<file path="config.mk">
export PLATFORM = sky130hd
export DESIGN_NAME = spi_slave_bus
export DESIGN_NICKNAME = d
export VERILOG_FILES = /design/src/rtl/spi_slave_bus.sv
export SDC_FILE = /design/constraint.sdc
export NUM_CORES = 1
export LEC_CHECK = 0
export BUFFER_PORTS_ARGS = -buffer_cell sky130_fd_sc_hd__clkbuf_2
export CAP_MARGIN = 20
export CORE_ASPECT_RATIO = 0.8
export CORE_MARGIN = 5
export CORE_UTILIZATION = 61
export DETAILED_ROUTE_END_ITERATION = 7
export HOLD_SLACK_MARGIN = 0.12
export PLACE_DENSITY = 0.87
export SYNTH_ARGS = -nofsm -noshare
export SYNTH_HDL_FRONTEND = slang
export SYNTH_SLANG_ARGS = --single-unit
export TNS_END_PERCENT = 1
</file>
<file path="constraint.sdc">
create_clock -name i_clk -period 3.9 [get_ports i_clk]
set_clock_uncertainty 0.05 [all_clocks]
set_input_delay 0.39 -clock i_clk [delete_from_list [all_inputs] [get_ports i_clk]]
set_output_delay 0.39 -clock i_clk [all_outputs]
set_load 0.05 [all_outputs]
</file>
<file path="src/rtl/spi_slave_bus.sv">
// spi_slave_bus: SPI mode-0 responder.
// Oversamples SCLK/CS/SI on i_clk, shifts in BUS_WIDTH-bit words MSB first on
// SCLK rising edges and shifts a reply word out on SO on SCLK falling edges.
// Back-to-back words under one CS assertion are supported. The reply word comes
// from a single valid/ready holding register; an empty register sends TX_IDLE.
// Ports:
//   i_clk, i_rst          system clock (>= 4x SCLK), async active-high reset
//   i_sclk, i_cs, i_si    SPI bus from the master (CS active low, SCLK idle low)
//   o_so                  serial data back to the master
//   i_tx_data/i_tx_valid  reply word handshake, o_tx_ready = holding reg empty
//   o_d_in, o_d_valid     last received word and its 1-cycle update pulse
//   o_busy                frame in progress
//   o_tx_underrun         1-cycle pulse: word started with an empty holding reg
//   o_frame_err           1-cycle pulse: CS rose mid-word
module spi_slave_bus #(
  parameter int                   BUS_WIDTH = 16,
  parameter int                   CNT_SIZE  = 4,
  parameter logic [BUS_WIDTH-1:0] TX_IDLE   = 16'hFFFF
) (
  input  logic                 i_clk,
  input  logic                 i_rst,
  input  logic                 i_sclk,
  input  logic                 i_cs,
  input  logic                 i_si,
  output logic                 o_so,
  input  logic [BUS_WIDTH-1:0] i_tx_data,
  input  logic                 i_tx_valid,
  output logic                 o_tx_ready,
  output logic [BUS_WIDTH-1:0] o_d_in,
  output logic                 o_d_valid,
  output logic                 o_busy,
  output logic                 o_tx_underrun,
  output logic                 o_frame_err
);

  typedef enum logic [1:0] {
    ST_IDLE  = 2'd0,
    ST_LOAD  = 2'd1,
    ST_SHIFT = 2'd2
  } state_t;

  localparam logic [CNT_SIZE-1:0] LAST_BIT = CNT_SIZE'(BUS_WIDTH - 1);
  localparam logic [CNT_SIZE-1:0] CNT_ZERO = {CNT_SIZE{1'b0}};
  localparam logic [CNT_SIZE-1:0] CNT_ONE  = CNT_SIZE'(1);

  state_t               r_state, w_state_nxt;
  logic [2:0]           r_sclk_sync, r_cs_sync;
  logic [1:0]           r_si_sync;
  logic [BUS_WIDTH-1:0] r_rx_shift, w_rx_shift_nxt;
  logic [BUS_WIDTH-1:0] r_tx_shift, w_tx_shift_nxt;
  logic [BUS_WIDTH-1:0] r_hold, w_hold_nxt;
  logic [CNT_SIZE-1:0]  r_bit_cnt, w_bit_cnt_nxt;
  logic                 r_skip_fall, w_skip_fall_nxt;
  logic                 r_so, w_so_nxt;
  logic                 r_tx_ready, w_tx_ready_nxt;
  logic [BUS_WIDTH-1:0] r_d_in, w_d_in_nxt;
  logic                 r_d_valid, w_d_valid_nxt;
  logic                 r_busy;
  logic                 r_tx_underrun, w_tx_underrun_nxt;
  logic                 r_frame_err, w_frame_err_nxt;

  logic                 w_sclk_rise, w_sclk_fall, w_cs_fall, w_cs_rise, w_si;
  logic                 w_word_done, w_load, w_tx_write;
  logic [BUS_WIDTH-1:0] w_load_word;

  // Edges come from stages 2/3; SI uses stage 2 so it lines up with the SCLK edge.
  assign w_sclk_rise = r_sclk_sync[1] & ~r_sclk_sync[2];
  assign w_sclk_fall = ~r_sclk_sync[1] & r_sclk_sync[2];
  assign w_cs_fall   = ~r_cs_sync[1] & r_cs_sync[2];
  assign w_cs_rise   = r_cs_sync[1] & ~r_cs_sync[2];
  assign w_si        = r_si_sync[1];

  // A word completes on the SCLK rise that carries its last bit (CS rise wins).
  assign w_word_done = (r_state == ST_SHIFT) & ~w_cs_rise & w_sclk_rise & (r_bit_cnt == LAST_BIT);
  assign w_load      = (r_state == ST_LOAD) | w_word_done;
  assign w_load_word = r_tx_ready ? TX_IDLE : r_hold;
  assign w_tx_write  = i_tx_valid & r_tx_ready;

  // Input synchronisers; CS resets high so no spurious frame start.
  always_ff @(posedge i_clk or posedge i_rst) begin
    if (i_rst) begin
      r_sclk_sync <= 3'b000;
      r_cs_sync   <= 3'b111;
      r_si_sync   <= 2'b00;
    end else begin
      r_sclk_sync <= {r_sclk_sync[1:0], i_sclk};
      r_cs_sync   <= {r_cs_sync[1:0], i_cs};
      r_si_sync   <= {r_si_sync[0], i_si};
    end
  end

  // FSM state register.
  always_ff @(posedge i_clk or posedge i_rst) begin
    if (i_rst) begin
      r_state <= ST_IDLE;
    end else begin
      r_state <= w_state_nxt;
    end
  end

  // FSM next-state logic.
  always_comb begin
    w_state_nxt = r_state;
    case (r_state)
      ST_IDLE:  w_state_nxt = w_cs_fall ? ST_LOAD : ST_IDLE;
      ST_LOAD:  w_state_nxt = w_cs_rise ? ST_IDLE : ST_SHIFT;
      ST_SHIFT: w_state_nxt = w_cs_rise ? ST_IDLE : ST_SHIFT;
      default:  w_state_nxt = ST_IDLE;
    endcase
  end

  // FSM output / datapath next values.
  always_comb begin
    w_rx_shift_nxt    = r_rx_shift;
    w_tx_shift_nxt    = r_tx_shift;
    w_hold_nxt        = r_hold;
    w_tx_ready_nxt    = r_tx_ready;
    w_bit_cnt_nxt     = r_bit_cnt;
    w_skip_fall_nxt   = r_skip_fall;
    w_so_nxt          = r_so;
    w_d_in_nxt        = r_d_in;
    w_d_valid_nxt     = 1'b0;
    w_tx_underrun_nxt = 1'b0;
    w_frame_err_nxt   = 1'b0;

    // Holding register: a load empties a full register; a write is only taken
    // while the register is empty, even in the cycle of a load.
    if (w_load) begin
      w_tx_shift_nxt = w_load_word;
      if (r_tx_ready) begin
        w_tx_underrun_nxt = 1'b1;
        if (w_tx_write) begin
          w_hold_nxt     = i_tx_data;
          w_tx_ready_nxt = 1'b0;
        end else begin
          w_tx_ready_nxt = 1'b1;
        end
      end else begin
        w_tx_ready_nxt = 1'b1;
      end
    end else if (w_tx_write) begin
      w_hold_nxt     = i_tx_data;
      w_tx_ready_nxt = 1'b0;
    end else begin
      w_tx_ready_nxt = r_tx_ready;
    end

    case (r_state)
      ST_IDLE: begin
        w_so_nxt        = 1'b1;
        w_bit_cnt_nxt   = CNT_ZERO;
        w_skip_fall_nxt = 1'b0;
      end
      ST_LOAD: begin
        w_bit_cnt_nxt   = CNT_ZERO;
        w_skip_fall_nxt = 1'b0;
        w_so_nxt        = w_cs_rise ? 1'b1 : w_load_word[BUS_WIDTH-1];
      end
      ST_SHIFT: begin
        if (w_cs_rise) begin
          w_frame_err_nxt = (r_bit_cnt != CNT_ZERO);
          w_so_nxt        = 1'b1;
          w_bit_cnt_nxt   = CNT_ZERO;
          w_skip_fall_nxt = 1'b0;
        end else if (w_sclk_rise) begin
          w_rx_shift_nxt = {r_rx_shift[BUS_WIDTH-2:0], w_si};
          if (w_word_done) begin
            w_d_in_nxt      = {r_rx_shift[BUS_WIDTH-2:0], w_si};
            w_d_valid_nxt   = 1'b1;
            w_bit_cnt_nxt   = CNT_ZERO;
            w_so_nxt        = w_load_word[BUS_WIDTH-1];
            // SO already holds the new MSB; the next fall must not shift it away.
            w_skip_fall_nxt = 1'b1;
          end else begin
            w_bit_cnt_nxt = r_bit_cnt + CNT_ONE;
          end
        end else if (w_sclk_fall) begin
          if (r_skip_fall) begin
            w_skip_fall_nxt = 1'b0;
          end else begin
            w_tx_shift_nxt = {r_tx_shift[BUS_WIDTH-2:0], 1'b0};
            w_so_nxt       = r_tx_shift[BUS_WIDTH-2];
          end
        end else begin
          w_bit_cnt_nxt = r_bit_cnt;
        end
      end
      default: begin
        w_so_nxt = 1'b1;
      end
    endcase
  end

  // Datapath and output registers.
  always_ff @(posedge i_clk or posedge i_rst) begin
    if (i_rst) begin
      r_rx_shift    <= {BUS_WIDTH{1'b0}};
      r_tx_shift    <= {BUS_WIDTH{1'b0}};
      r_hold        <= {BUS_WIDTH{1'b0}};
      r_tx_ready    <= 1'b1;
      r_bit_cnt     <= CNT_ZERO;
      r_skip_fall   <= 1'b0;
      r_so          <= 1'b1;
      r_d_in        <= {BUS_WIDTH{1'b0}};
      r_d_valid     <= 1'b0;
      r_busy        <= 1'b0;
      r_tx_underrun <= 1'b0;
      r_frame_err   <= 1'b0;
    end else begin
      r_rx_shift    <= w_rx_shift_nxt;
      r_tx_shift    <= w_tx_shift_nxt;
      r_hold        <= w_hold_nxt;
      r_tx_ready    <= w_tx_ready_nxt;
      r_bit_cnt     <= w_bit_cnt_nxt;
      r_skip_fall   <= w_skip_fall_nxt;
      r_so          <= w_so_nxt;
      r_d_in        <= w_d_in_nxt;
      r_d_valid     <= w_d_valid_nxt;
      r_busy        <= (w_state_nxt != ST_IDLE);
      r_tx_underrun <= w_tx_underrun_nxt;
      r_frame_err   <= w_frame_err_nxt;
    end
  end

  assign o_so          = r_so;
  assign o_tx_ready    = r_tx_ready;
  assign o_d_in        = r_d_in;
  assign o_d_valid     = r_d_valid;
  assign o_busy        = r_busy;
  assign o_tx_underrun = r_tx_underrun;
  assign o_frame_err   = r_frame_err;

endmodule

</file>
# Yosys cells after proc, flatten, opt, wreduce, memory -nomap -nowiden
# Cells that the tools add are included.
# classes
addsub	1
mul	0
div	0
n_lt_le_gt_ge	0
n_eq_ne	8
n_shift	0
muxes	41
bitwise	14
reduce_logical	12
# op_table
op	n
$mux 16	10
$mux 1	23
$mux 4	3
$ne 4x4->1 const B	3
$reduce_and 3->1	3
$and 1x1->1	8
$pmux 4 s2	1
$reduce_bool 2->1	3
$not 1->1	5
$add 4x1->4 const B	1
$eq 4x4->1 const B	1
$pmux 1 s2	2
$pmux 2 s2	1
$reduce_and 4->1	1
$reduce_bool 4->1	1
$reduce_or 2->1	2
$ne 3x3->1 const B	1
$eq 2x1->1 const B	1
$eq 2x2->1 const B	1
$logic_not 2->1	1
$mux 2	1
$ne 2x2->1 const B	1
$reduce_and 2->1	1
$or 1x1->1	1
# word_totals
regBits	84
latchBits	0
mem_bits_rw	0
romBits	0
input_bits	22
out_inout_bits	22
elab_cells	92
mem_count	0

# Longest topological paths before layout
# Gate-level depths: netlist of the first run.
# depth
depth_word	13
depth_mapped	9
ltp_nobuf	6

# Worst setup path before layout of the first run
# Ideal clock, no wire load.
# synth_path
path_kind	register -> register
start	register r_state[0]
end	register r_d_in[0] (netlist: o_d_in[0])
setup_time_ns	0.127
t_arrival_ns	1.656
required_ns	3.723
slack_ns	2.066
stages_incl_launch_ff	7
path_buffers	1
synth_period_minus_slack_ns	1.834
path_cell_list	dfrtp_1 > inv_1 > ha_1 > nand2_1 > nor3_4 > buf_6 > mux2_1
# synth_between
elab_chain_cells	5
# synth_rtl
item	line_no	text
start: declaration	46	state_t r_state, w_state_nxt;
start signal: assignment	97	r_state <= w_state_nxt;
$eq 2x2->1 (*)	74, 148	
$and 1x1->1 (3 in series)	74	assign w_word_done = (r_state == ST_SHIFT) & ~w_cs_rise & w_sclk_rise & (r_bit_cnt == LAST_BIT);
$reduce_and 4->1 (no line) (*)	-	
end signal: assignment	204	r_d_in <= {BUS_WIDTH{1'b0}};
end signal: assignment	217	r_d_in <= w_d_in_nxt;
end: declaration	56	logic [BUS_WIDTH-1:0] r_d_in, w_d_in_nxt;
# Every way passes the cells marked *; elsewhere a longest branch is shown, timed or not.
# A chain may end at the register's enable or synchronous reset.

# Worst setup path after layout of the first run
# layout_path
start	register r_state[0]
end	register r_d_in[8] (netlist: o_d_in[8])
# Same word-level chain as after synthesis.

==> results of run 1 <==
-- per-stage QoR --
stage	hold WS (ns)	worst slack (ns)	area, um^2	std cells	total power [mW]
detailed placement	0.286	1.46	3650	373	1.71
floorplan	0.281	1.33	3400	264	1.59
CTS	0.151	1.41	3890	392	2.36
finish	0.136	1.43	3890	392	2.35
global placement	0.284	1.56	3650	373	1.68
global route	0.192	1.26	3890	392	2.50
-- layout make-up --
cell class | count | area share [%]
Clock buffer | 11 | 3.38
Clock inverter | 5 | 1.99
Inverter | 8 | 0.804
Multi-Input combinational cell | 160 | 31.3
Sequential cell | 83 | 53.5
Tap cell | 78 | 2.51
Timing Repair Buffer | 47 | 6.50
-- final timing paths --
path / from / end / slack [ns] / cells after the start
worst max-delay path: r_state[0] / o_d_in[8] / 1.43 / 5
worst min-delay path: i_rst / o_d_in[12] / 0.14 / 2
worst max register to register: r_state[0] / o_d_in[8] / 1.43 / 5
worst min register to register: r_si_sync[0] / r_si_sync[1] / 0.30 / 0
max in group asynchronous: i_rst / o_so / 2.73 / 3
min in group i_clk: i_tx_data[10] / r_hold[10] / 0.21 / 2
-- registers in the layout (all words and copies together) (netlist names) --
name,cells
o_busy,1
o_d_in,16
o_d_valid,1
o_frame_err,1
o_so,1
o_tx_ready,1
o_tx_underrun,1
r_bit_cnt,4
r_cs_sync,3
r_hold,16
r_rx_shift,15
r_sclk_sync,3
r_si_sync,2
r_skip_fall,1
r_state,2
r_tx_shift,15
-- placed cells by master (no fill, tap or decap), types with 3 or more instances in the layout --
cell	synthesis	layout
dfrtp_1	78	78
clkbuf_2	0	43
mux2_2	39	39
o21ai_0	33	33
nand2_1	20	20
nor3_1	19	19
mux2_1	9	9
clkbuf_8	0	9
ha_1	8	8
inv_1	8	7
dfstp_2	5	5
nor2_1	3	3
clkinv_2	0	3
dlygate4sd3_1	0	3
-- metal layers --
layer | GRT usage, % | vias up | part of all wire (%)
met1 | 24.3 | 1016 | 45
met3 | 6.75 | 9 | 5.7
met2 | 28.9 | 55 | 48
li1 | - | 1020 | -
met5 | 0 | - | 0
met4 | 6.30 | 0 | 1.3
-- where the power goes --
part | switching [mW] | internal, mW
combinational | 0.266 | 0.217
clock | 0.285 | 0.359
sequential | 0.143 | 1.08
total | 0.694 | 1.65
-- kinds of logic (layout without fill, tap and decap cells) --
family / after synthesis / count (layout) / synth area share, %
flops: 83 / 83 / 61.3
simple gates: 59 / 59 / 9.05
compound gates: 45 / 45 / 7.91
buf+inv: 21 / 71 / 2.94
fa+ha+maj: 8 / 8 / 2.94
mux: 48 / 48 / 15.9
==> flow_metrics.py, run 1 <==
metrics = {
    "outcome": {
        "status": "completed",
    },
    "finish": {
        "final_layout_size_suffix_gt1_share_pct": 34.4,
        "num-fill-cells": 370,
        "synthToLayoutAreaGrowth_pct": 14.4,
        "regArea_um2": 2080,
        "fin_util_pct": 71.6,
        "multi_input_area_um2": 1220,
        "final_nets": 339,
        "antenna_cells": 0,
    },
    "grt": {
        "grt_pass1_vias": 2161,
        "grt-ovfl-total": 0,
        "grt_first_pass_wirelength_um": 10400,
        "grt_max_degree": 56,
        "grt_util_all_layers_pct": 18.6,
        "antenna_found_initial": 0,
    },
    "yosys": {
        "yosysMostFrequentCell": "dfrtp_1",
        "ys_async_sr_fraction_pct": 100,
        "synth.top_cell.area_share_pct": 57.4,
        "syn_avg_cell_area_um2": 12.9,
        "synthTopCellsByArea": "dfrtp_1, mux2_2, o21ai_0",
        "syn_inst": 264,
        "synth_largest_area_cell": "dfrtp_1",
        "ys_seq_elements": 83,
        "synth_edf_count": 0,
        "syn_area_um2": 3400,
        "synth_warnings": 0,
        "seq_area_frac_synth_pct": 61.3,
        "synth.net_count": 294,
        "synth_commonest_cells": "dfrtp_1, mux2_2, o21ai_0",
        "ys.flop_type": "dfrtp_1",
        "synth_cell_type_count": 38,
    },
    "floorplanning": {
        "fp.dieW_um": 93.5,
        "io-pin-count": 44,
        "dieHeight_um": 76.8,
        "fp-row-count": 24,
        "dieArea_um2": 7180,
        "fp.coreArea_um2": 5440,
        "start_util_pct": 62.6,
    },
    "critical_path": {
        "critPathMaxStageDelay_ns": 0.74,
        "cp_cell_sequence": "inv_1 -> ha_1 -> nand2_1 -> nor3_4 -> mux2_2",
        "criticalPathCategory": "reg2reg",
        "cpMaxStageDelayCell": "nor3_4",
        "endpoint_kind": "register",
        "critPathBufInv": 1,
        "path_delay_family": "simple AND/OR/NAND/NOR gates",
        "crit_path_max_fanout": 18,
        "worstPathArrival_ns": 2.65,
        "start_kind": "register",
        "required_ns": 4.09,
    },
    "hold_path": {
        "holdCritPathClass": "in2async",
    },
    "cts": {
        "cts-root-buf": "clkbuf_8",
        "cts_buffer_depth": 2,
        "cts_tree": "yes",
        "clock-sinks": 83,
        "clk_pin_slew_ns": 0.08,
        "ctsResizeCount": 0,
        "numCtsBuffers": 9,
        "post_cts_buffers": 0,
        "htreeDepth": 3,
        "worstSkewPairLatency_ns": 0.35,
        "postCtsHoldBufs": 3,
    },
    "pwr": {
        "vdd_drop_max_v": 0.000416,
        "leakagePower_nw": 1.85,
        "power_density_nw_per_um2": 603,
    },
    "sta": {
        "setup_viol": 0,
        "max_slew_margin_pct": 39.1,
        "fmax_mhz": 406,
        "fin_crit_ns": 2.47,
        "fin_setup_tns_ns": 0,
        "slew_viol_final": 0,
        "fin_crit_sh_pct": 63.2,
        "hold_viol": 0,
        "rsz0062_at_grt": "no",
        "worst_pin_slew_ns": 0.912,
    },
    "flow_run": {
        "cap_violations": 0,
    },
    "routing": {
        "routed_wl_um": 5920,
        "drtIter0Drc": 145,
        "drc": 0,
        "firstDrtPassIters": 4,
        "vias_per_cell": 5.36,
        "vias": 2100,
        "postRouteAntennaNets": 0,
        "wl_per_cell_um": 15.1,
    },
    "place": {
        "dp_hpwl_um": 3870,
        "place.gp.congestion": 0.852,
        "portBuffers": 43,
    },
}
Power figures use the tool's default switching activity.
==> run 2: changes to the inputs <==
--- a/config.mk
+++ b/config.mk
@@ -9,10 +9,10 @@
 export CAP_MARGIN = 20
 export CORE_ASPECT_RATIO = 0.8
 export CORE_MARGIN = 5
-export CORE_UTILIZATION = 61
+export CORE_UTILIZATION = 51
 export DETAILED_ROUTE_END_ITERATION = 7
 export HOLD_SLACK_MARGIN = 0.12
-export PLACE_DENSITY = 0.87
+export PLACE_DENSITY = 0.78
 export SYNTH_ARGS = -nofsm -noshare
 export SYNTH_HDL_FRONTEND = slang
 export SYNTH_SLANG_ARGS = --single-unit
==> constraint.sdc (replaced) <==
create_clock -name i_clk -period 2.2 [get_ports i_clk]
set_clock_uncertainty 0.05 [all_clocks]
set_input_delay 0.22 -clock i_clk [delete_from_list [all_inputs] [get_ports i_clk]]
set_output_delay 0.22 -clock i_clk [all_outputs]
set_load 0.05 [all_outputs]
==> flow_metrics.py, run 2 (synthesized netlist as in run 1, its figures left out) <==
metrics = {
    "pwr": {
        "leakagePower_nw": 1.97,
        "power_density_nw_per_um2": 1050,
        "vdd_drop_max_v": 0.000735,
    },
    "outcome": {
        "status": "completed",
    },
    "sta": {
        "rsz0062_at_grt": "no",
        "fmax_mhz": 505,
        "setup_viol": 0,
        "fin_setup_tns_ns": 0,
        "fin_crit_sh_pct": 90.1,
        "max_slew_margin_pct": 53.9,
        "fin_crit_ns": 1.98,
        "worst_pin_slew_ns": 0.689,
        "hold_viol": 0,
        "fin_ws_ns": 0.218,
        "slew_viol_final": 0,
    },
    "cts": {
        "htreeDepth": 3,
        "postCtsHoldBufs": 20,
        "cts_tree": "yes",
        "clock-sinks": 83,
        "clk_pin_slew_ns": 0.08,
        "numCtsBuffers": 9,
        "ctsResizeCount": 0,
        "cts-root-buf": "clkbuf_8",
        "post_cts_buffers": 0,
        "cts_buffer_depth": 2,
        "worstSkewPairLatency_ns": 0.36,
    },
    "critical_path": {
        "endpoint_kind": "register",
        "required_ns": 2.39,
        "cp.depth": 6,
        "critPathBufInv": 2,
        "cpMaxStageDelayCell": "dfrtp_1",
        "crit_path_max_fanout": 18,
        "worstPathArrival_ns": 2.17,
        "criticalPathCategory": "reg2reg",
        "path_delay_family": "flip-flops",
        "start_kind": "register",
        "timing.reg2reg.worst_path_depth": 6,
        "critPathMaxStageDelay_ns": 0.41,
        "cp_cell_sequence": "inv_1 -> ha_1 -> nand2_1 -> nor3_4 -> buf_4 -> mux2_2",
    },
    "finish": {
        "mostFrequentLayoutCells": "dfrtp_1, clkbuf_2, mux2_2",
        "final_layout_size_suffix_gt1_share_pct": 34.4,
        "antenna_cells": 0,
        "regArea_um2": 2080,
        "num-fill-cells": 492,
        "final_nets": 362,
        "final_common_cell": "dfrtp_1",
        "final_cells": 421,
        "synthToLayoutAreaGrowth_pct": 22.5,
        "multi_input_area_um2": 1220,
    },
    "hold_path": {
        "holdPathStages": 0,
        "holdCritPathClass": "reg2reg",
    },
    "grt": {
        "grt_pass1_vias": 2212,
        "grt-ovfl-total": 0,
        "grt_util_all_layers_pct": 15.8,
        "antenna_found_initial": 0,
        "grt_first_pass_wirelength_um": 10500,
        "grt_max_degree": 42,
    },
    "routing": {
        "routed_wl_um": 6210,
        "firstDrtPassIters": 4,
        "postRouteAntennaNets": 0,
        "vias_per_cell": 5.33,
        "vias": 2246,
        "drtIter0Drc": 79,
        "drc": 0,
        "wl_per_cell_um": 14.8,
    },
    "floorplanning": {
        "fp.coreArea_um2": 6440,
        "dieHeight_um": 83.0,
        "dieArea_um2": 8410,
        "fp.dieW_um": 101,
        "io-pin-count": 44,
        "start_util_pct": 52.8,
        "fp-row-count": 26,
    },
    "place": {
        "dp.cells": 385,
        "portBuffers": 43,
        "dp_hpwl_um": 4180,
        "dp_slack_ns": 0.215,
        "place.gp.congestion": 0.805,
    },
    "flow_run": {
        "cap_violations": 0,
    },
}
run 2: changes by cell type in the layout (fill, tap and decap cells not counted):
cell	previous run	this run
dlygate4sd3_1	3	20
buf_4	1	6
clkbuf_1	2	0
clkinv_2	3	1
inv_6	0	2
buf_12	0	1
bufinv_16	2	3
clkinv_4	0	1
run 2: stage by stage:
stage | util, % | power (mW) | cell area [um^2] | hold slack, ns
after global routing | 64.7 | 4.64 | 4170 | 0.314
after detailed placement | 57.8 | 3.08 | 3720 | 0.260
final | 64.7 | 4.39 | 4170 | 0.307
after floorplan | - | 2.82 | 3400 | 0.174
after CTS | 64.7 | 4.43 | 4170 | 0.309
after global placement | 57.8 | 3.01 | 3720 | 0.259
run 2: area by class of cell:
type,instances,share of cell area (%)
Clock buffer,9,2.97
Clock inverter,7,2.91
Inverter,8,0.811
Multi-Input combinational cell,160,29.2
Sequential cell,83,50.0
Tap cell,84,2.52
Timing Repair Buffer,70,11.5
run 2: where the power goes:
group	total (mW)	internal (mW)	switching [mW]	leakage (nW)
sequential	2.11	1.91	0.204	1.04
clock	1.31	0.761	0.548	0.124
combinational	0.971	0.436	0.535	0.802
total	4.39	3.10	1.29	1.97
run 2: per-layer routing:
layer | vias up | GRT usage [%] | routed length, um
met5 | - | 0 | 0
met4 | 0 | 4.47 | 90
met3 | 10 | 5.70 | 312
met2 | 51 | 24.1 | 2980
met1 | 1115 | 21.4 | 2820
li1 | 1070 | - | -
run 2: path summary, 6_finish.rpt:
path	start	endpoint	slack [ns]
max reg2reg	r_state[0]	o_d_in[9]	0.22
min reg2reg	r_sclk_sync[0]	r_sclk_sync[1]	0.31
min in group asynchronous	i_rst	r_rx_shift[10]	0.44
max in group asynchronous	i_rst	o_tx_ready	1.01
min	r_sclk_sync[0]	r_sclk_sync[1]	0.31
max	r_state[0]	o_d_in[9]	0.22
==> run 3: changes to the inputs <==
--- a/config.mk
+++ b/config.mk
@@ -6,13 +6,13 @@
 export NUM_CORES = 1
 export LEC_CHECK = 0
 export BUFFER_PORTS_ARGS = -buffer_cell sky130_fd_sc_hd__clkbuf_2
-export CAP_MARGIN = 20
-export CORE_ASPECT_RATIO = 0.8
+export CORE_ASPECT_RATIO = 0.75
 export CORE_MARGIN = 5
-export CORE_UTILIZATION = 51
+export CORE_UTILIZATION = 54
+export CTS_BUF_LIST = sky130_fd_sc_hd__clkbuf_4 sky130_fd_sc_hd__clkbuf_8
 export DETAILED_ROUTE_END_ITERATION = 7
 export HOLD_SLACK_MARGIN = 0.12
-export PLACE_DENSITY = 0.78
+export PLACE_DENSITY = 0.81
 export SYNTH_ARGS = -nofsm -noshare
 export SYNTH_HDL_FRONTEND = slang
 export SYNTH_SLANG_ARGS = --single-unit
==> flow_metrics.py, run 3 (synthesized netlist as in run 1, its figures left out) <==
metrics = {
    "sta": {
        "setup_viol": 0,
        "slew_viol_final": 0,
        "fin_crit_ns": 1.95,
        "hold_viol": 0,
        "fin_crit_sh_pct": 88.6,
        "max_slew_margin_pct": 51.9,
        "fmax_mhz": 513,
        "worst_pin_slew_ns": 0.719,
        "rsz0062_at_grt": "no",
        "fin_hold_ws_ns": 0.304,
        "fin_setup_tns_ns": 0,
    },
    "floorplanning": {
        "fp.dieW_um": 102,
        "fp-row-count": 25,
        "io-pin-count": 44,
        "fp.coreArea_um2": 6220,
        "start_util_pct": 54.6,
        "dieArea_um2": 8000,
        "dieHeight_um": 78.7,
    },
    "pwr": {
        "vdd_drop_max_v": 0.000820,
        "power_density_nw_per_um2": 1030,
        "leakagePower_nw": 1.97,
        "power_mw": 4.29,
    },
    "place": {
        "dp.cells": 382,
        "portBuffers": 43,
        "dp_hpwl_um": 4250,
        "place.gp.congestion": 0.851,
    },
    "routing": {
        "drc": 0,
        "firstDrtPassIters": 4,
        "routed_wl_um": 6320,
        "drtIter0Drc": 121,
        "vias_per_cell": 5.47,
        "wl_per_cell_um": 15.1,
        "vias": 2287,
        "postRouteAntennaNets": 0,
    },
    "cts": {
        "postCtsHoldBufs": 20,
        "clk_pin_slew_ns": 0.08,
        "ctsResizeCount": 0,
        "htreeDepth": 3,
        "cts-root-buf": "clkbuf_8",
        "post_cts_buffers": 0,
        "clock-sinks": 83,
        "cts_buffer_depth": 2,
        "cts_tree": "yes",
        "worstSkewPairLatency_ns": 0.36,
        "numCtsBuffers": 9,
    },
    "finish": {
        "final_nets": 362,
        "final_cells": 418,
        "antenna_cells": 0,
        "final_layout_size_suffix_gt1_share_pct": 34.4,
        "final_common_cell": "dfrtp_1",
        "mostFrequentLayoutCells": "dfrtp_1, clkbuf_2, mux2_2",
        "synthToLayoutAreaGrowth_pct": 22.5,
    },
    "grt": {
        "grt_pass1_vias": 2294,
        "antenna_found_initial": 0,
        "grt-ovfl-total": 0,
        "grt_first_pass_wirelength_um": 10900,
        "grt_max_degree": 32,
        "grt_util_all_layers_pct": 17.5,
    },
    "critical_path": {
        "crit_path_max_fanout": 14,
        "timing.reg2reg.worst_path_depth": 5,
        "worstPathArrival_ns": 2.13,
        "required_ns": 2.38,
        "endpoint_kind": "register",
        "criticalPathCategory": "reg2reg",
        "r2r-start": "r_sclk_sync[1]",
        "crit_path_start": "r_sclk_sync[1]",
        "start_kind": "register",
    },
    "hold_path": {
        "holdPathStages": 0,
        "holdCritPathClass": "reg2reg",
        "hp-start": "r_sclk_sync[0]",
    },
    "flow_run": {
        "cap_violations": 0,
    },
    "outcome": {
        "status": "completed",
    },
}
run 3: changes by cell type in the layout (fill, tap and decap cells not counted), sizes merged:
cell	change
clkinv	+1
bufinv	-1
run 3: report_power, final:
| group | total (mW) | internal (mW) | switching, mW |
|---|---|---|---|
| Sequential | 2.11 | 1.91 | 0.203 |
| Combinational | 0.977 | 0.436 | 0.541 |
| Clock | 1.21 | 0.649 | 0.558 |
run 3: stage by stage:
| stage | setup slack (ns) | instance area, um^2 | util (%) |
|---|---|---|---|
| final | 0.250 | 4170 | 66.9 |
| after global routing | 0.0761 | 4170 | 66.9 |
| after CTS | 0.252 | 4170 | 66.9 |
| after detailed placement | 0.286 | 3740 | 60.1 |
| after global placement | 0.390 | 3740 | 60.1 |
| after floorplan | 0.366 | 3400 | - |
run 3: cell type report:
class | count | area, um^2
Inverter | 8 | 33.8
Fill cell | 485 | 2060
Multi-Input combinational cell | 160 | 1220
Clock buffer | 9 | 124
Tap cell | 81 | 101
Timing Repair Buffer | 70 | 505
Clock inverter | 7 | 100
Sequential cell | 83 | 2080
run 3: worst max-delay path: stages (launching register included):
cell and delay, ns:
dfrtp_1 0.41, ha_1 0.32, nor2_1 0.22, nand4_1 0.46, o21ai_0 0.26, o21ai_0 0.11
run 3: path summary, 6_finish.rpt:
| kind | slack [ns] | endpoint |
|---|---|---|
| max in group asynchronous | 1.01 | r_cs_sync[1] |
| hold / removal | 0.30 | r_sclk_sync[1] |
| setup reg to reg | 0.25 | r_tx_shift[8] |
| hold reg to reg | 0.30 | r_sclk_sync[1] |
| min in group asynchronous | 0.46 | r_hold[4] |
| setup / recovery | 0.25 | r_tx_shift[8] |
run 3: routing by layer:
layer	track usage (%)	part of all wire [%]
met5	0	0
met4	5.31	1.3
met3	6.50	5.8
met2	28.5	49
met1	21.9	44
